File: config.mk
export PLATFORM = sky130hd
export DESIGN_NAME = set_less_than_32b
export DESIGN_NICKNAME = d
export VERILOG_FILES = /design/src/rtl/set_less_than_32b_pkg.sv /design/src/rtl/set_less_than_32b_full_adder_1bit.sv /design/src/rtl/set_less_than_32b.sv
export SDC_FILE = /design/constraint.sdc
export NUM_CORES = 1
export LEC_CHECK = 0
export CAP_MARGIN = 20
export CORE_MARGIN = 1.5
export CORE_UTILIZATION = 35
export DETAILED_ROUTE_END_ITERATION = 8
export HOLD_SLACK_MARGIN = 0.1
export PLACE_DENSITY = 0.9
export SYNTH_ARGS = -nofsm -noshare
export SYNTH_HDL_FRONTEND = slang
export SYNTH_HIERARCHICAL = 1
export SYNTH_SLANG_ARGS = --single-unit
File: constraint.sdc
create_clock -name clk -period 36.1 [get_ports clk]
set_input_delay 7.22 -clock clk [delete_from_list [all_inputs] [get_ports clk]]
set_output_delay 7.22 -clock clk [all_outputs]
set_load 0.05 [all_outputs]
File: src/rtl/set_less_than_32b_pkg.sv
// Shared ALU package: datapath width, ALU opcode encoding and small helpers
// used by the set-less-than unit and its ripple adder.
package set_less_than_32b_pkg;

    // Operand width of the ALU datapath
    localparam int ALU_WIDTH = 32;

    // ALU opcode encoding; the SLT unit is selected by ALU_OP_SLT at the result mux
    typedef enum logic [3:0] {
        ALU_OP_ADD  = 4'h0,
        ALU_OP_SUB  = 4'h1,
        ALU_OP_AND  = 4'h2,
        ALU_OP_OR   = 4'h3,
        ALU_OP_XOR  = 4'h4,
        ALU_OP_SLL  = 4'h5,
        ALU_OP_SRL  = 4'h6,
        ALU_OP_SRA  = 4'h7,
        ALU_OP_SLT  = 4'h8,
        ALU_OP_SLTU = 4'h9
    } alu_op_e;

    // Signed overflow of a subtraction X - Y, from the operand and difference sign bits
    function automatic logic sub_overflow(input logic x_msb, input logic y_msb, input logic d_msb);
        return (x_msb != y_msb) && (d_msb != x_msb);
    endfunction

    // Signed less-than from the difference sign and the overflow flag
    function automatic logic slt_from_diff(input logic d_msb, input logic ovf);
        return d_msb ^ ovf;
    endfunction

endpackage

File: src/rtl/set_less_than_32b_full_adder_1bit.sv
// One-bit full adder cell; chained WIDTH times to form the X + ~Y + 1 subtractor.
module full_adder_1bit
    import set_less_than_32b_pkg::*;
(
    input  logic a,
    input  logic b,
    input  logic cin,
    output logic s,
    output logic cout
);

    logic w_axb;

    assign w_axb = a ^ b;
    assign s     = w_axb ^ cin;
    assign cout  = (a & b) | (cin & w_axb);

endmodule

File: src/rtl/set_less_than_32b.sv
// Signed set-less-than unit: Z registers 1 when X < Y (two's complement).
// The compare is a ripple subtract X + ~Y + 1 with sign/overflow correction;
// the single-bit result is zero-extended downstream by the ALU.
module set_less_than_32b
    import set_less_than_32b_pkg::*;
#(
    parameter int WIDTH = ALU_WIDTH
) (
    input  logic                     clk,
    input  logic                     rst,
    input  logic signed [WIDTH-1:0]  X,
    input  logic signed [WIDTH-1:0]  Y,
    output logic                     Z
);

    logic        [WIDTH-1:0] w_y_inv;
    logic        [WIDTH-1:0] w_d;
    logic        [WIDTH:0]   w_c;
    logic                    w_unused_cout;
    logic                    w_v;
    logic                    w_lt;
    logic                    r_z;

    // Subtraction as addition of the inverted right operand with carry-in of one
    assign w_y_inv = ~Y;
    assign w_c[0]  = 1'b1;

    genvar gi;
    generate
        for (gi = 0; gi < WIDTH; gi++) begin : g_ripple
            full_adder_1bit u_fa (
                .a    (X[gi]),
                .b    (w_y_inv[gi]),
                .cin  (w_c[gi]),
                .s    (w_d[gi]),
                .cout (w_c[gi+1])
            );
        end
    endgenerate

    // Carry-out only matters for an unsigned compare
    assign w_unused_cout = w_c[WIDTH];

    // Overflow flips the sign of the difference when operands have opposite signs
    assign w_v  = sub_overflow(X[WIDTH-1], Y[WIDTH-1], w_d[WIDTH-1]);
    assign w_lt = slt_from_diff(w_d[WIDTH-1], w_v);

    // Result register; reset wins over the incoming compare
    always_ff @(posedge clk) begin
        if (rst) begin
            r_z <= 1'b0;
        end else begin
            r_z <= w_lt;
        end
    end

    assign Z = r_z;

endmodule

==> flow_summary.json <==
{
  "result_of_the_run": "finished clean",
  "die_width_um": 50.8,
  "largest_family_of_logic_cells_by_synthesized_area": "adder cells",
  "drt_drc_violations_left": 0,
  "cp.depth": 36,
  "viasPerCell": 3.84,
  "ys_async_sr_fraction_pct": 0,
  "ios": 67,
  "post_cts_buffers": 0,
  "fp.coreArea_sq_mm": 0.00219,
  "post_route_cells_drive_above_1_share_pct": 0,
  "clock.fmax_ghz": 0.0481,
  "hold_violations": 0,
  "synth.top_cells.by_count": "fa_1, inv_1",
  "num-nets-final": 235,
  "ys_ff_latch": 1,
  "data_arrival_time_of_the_critical_path_ps": 20680,
  "yosysWarningCount": 6,
  "worst_setup_hold_path_clk_slew_ps": 0,
  "synth-main-ff-cell": "dfxtp_1",
  "cap_viol_max_count": 0,
  "area_overhead_vs_synth_pct": 86.9,
  "postSynthNetCount": 167,
  "synth.avg_cell_area_sq_um": 11.6,
  "timing.final.crit_period_ps": 20800,
  "netlist_area_sq_um": 801,
  "total_leakage_power_nw": 0.680,
  "totalNegativeSetupSlack_ps": 0,
  "die-height_um": 50.8,
  "synth_simple_gate_area_share_pct": 0.469,
  "cts_resized": 0,
  "detail-route-antenna-nets": 0,
  "area_leader_netlist": "fa_1",
  "port_buffers": 66,
  "main_area_contributors_after_synthesis": "fa_1, inv_1, dfxtp_1, o21bai_1, a21oi_1",
  "post_synth_fa_ha_maj_area_fraction_pct": 80.0,
  "timing.critical_path.slowest_stage_cell": "clkdlybuf4s50_1",
  "rsz0062_at_grt": "no",
  "timing.critical_path.required_ps": 35980,
  "critical_path.top_delay_family": "adder cells",
  "worstHoldPathCells": 2,
  "grt_antenna_before_repair": 0,
  "report.power.total_mw": 0.0149,
  "via_count_of_the_first_global_routing_pass": 642,
  "timing.final.setup_violations": 0,
  "drt_pre_antenna_iters": 1,
  "setup.worst_path.start_class": "input pin",
  "filler_cells_inserted": 157,
  "slew-limit-headroom_pct": 66.1,
  "worst-path-buf-inv": 2,
  "critPathCaptureType": "flip-flop",
  "critical_path.most_common_cell": "fa_1",
  "synth.mux.area_fraction_pct": 0,
  "largest_register_ff_count": 1,
  "grt.total_usage_pct": 14.6,
  "p_per_area_mw_per_mm2": 9.97,
  "slew_violations": 0,
  "drt-initial-drc-count": 0,
  "unique_masters_post_synth": 7,
  "grt_pass1_wl_um": 2860,
  "synth_cells": 69,
  "post_cts_hold_buffer_count": 0,
  "floorplan.rows": 17,
  "dr_total_vias": 626,
  "vdd.ir_drop.worst_mv": 0.0113,
  "longest_individual_stage_delay_on_the_worst_path_ps": 450,
  "grt_remaining_overflow": 0,
  "synth_largest_type_area_fraction_pct": 80.0,
  "hp-class": "in -> reg",
  "gp_routability_congestion": 0.635,
  "routedWlPerCell_um": 11.0,
  "critical_path_peak_fanout": 2,
  "min_period_over_period_pct": 57.6,
  "design.die.area_sq_mm": 0.00258,
  "grt_start_max_net_pins": 4,
  "synth_seq_area_share_pct": 2.50,
  "synth-edff-count": 0,
  "postRouteWirelength_um": 1800,
  "worst_margin_pin_slew_ps": 507,
  "post_synthesis_compound_gate_area_fraction_pct": 1.56,
  "dpl.hpwl_um": 1710,
  "initial_utilization_pct": 36.6,
  "antennaDiodeCount": 0,
  "yosys.area_share.xor_xnor_pct": 0,
  "critPathKind": "in -> reg"
}
[placed cells by master, fill, tap and decap left out, drive strengths merged]
cell type	n
a21oi	1
inv	32
clkdlybuf4s50	66
nand2	1
o21bai	1
dfxtp	1
conb	1
fa	32
[path summary, 6_finish.rpt]
| kind | from | to | slack, ps |
|---|---|---|---|
| worst min-delay path | rst | Z | 7750 |
| worst max-delay path | Y[0] | Z | 15300 |
[cell type report]
class / instances / area (sq um) / share of cell area, %
tap: 28 / 35.0 / 2.34
timing repair buffer: 66 / 661 / 44.1
inverter: 32 / 120 / 8.03
sequential: 1 / 20.0 / 1.34
multi-input combinational: 36 / 661 / 44.1
[cells by family (layout without fill, tap and decap cells)]
kind of cell / count (synthesis) / after routing
other: 1 / 1
buffers and inverters: 32 / 98
AOI/OAI and AO/OA: 2 / 2
adders and majority gates: 32 / 32
DFF: 1 / 1
and+or+nand+nor: 1 / 1
[metrics by stage]
step	hold slack, ps	setup WS (ps)	std cells	util [%]	area (sq um)
2_1_floorplan	7290	16310	69	-	801
3_3_place_gp	7750	15530	163	68.3	1500
3_5_place_dp	7760	15350	163	68.3	1500
4_1_cts	7760	15270	163	68.3	1500
5_1_grt	7790	14910	163	68.3	1500
6_report	7750	15300	163	68.3	1500
[report_power, final]
group	leakage, nW	total, mW	switching [mW]	internal [mW]
registers	0.00835	0.00127	0.0000242	0.00125
logic	0.672	0.0136	0.00508	0.00856
clock network	0	0	0	0
total	0.680	0.0149	0.00510	0.00981
[metal layers]
metal | routed length [um] | vias up | global-route usage [%]
met5 | 0 | - | 0
met4 | 0 | 0 | 0
met3 | 304 | 0 | 4.39
met2 | 835 | 61 | 26.3
met1 | 655 | 289 | 18.7
li1 | - | 276 | -
Note: power is estimated with default switching activity, not from simulation.
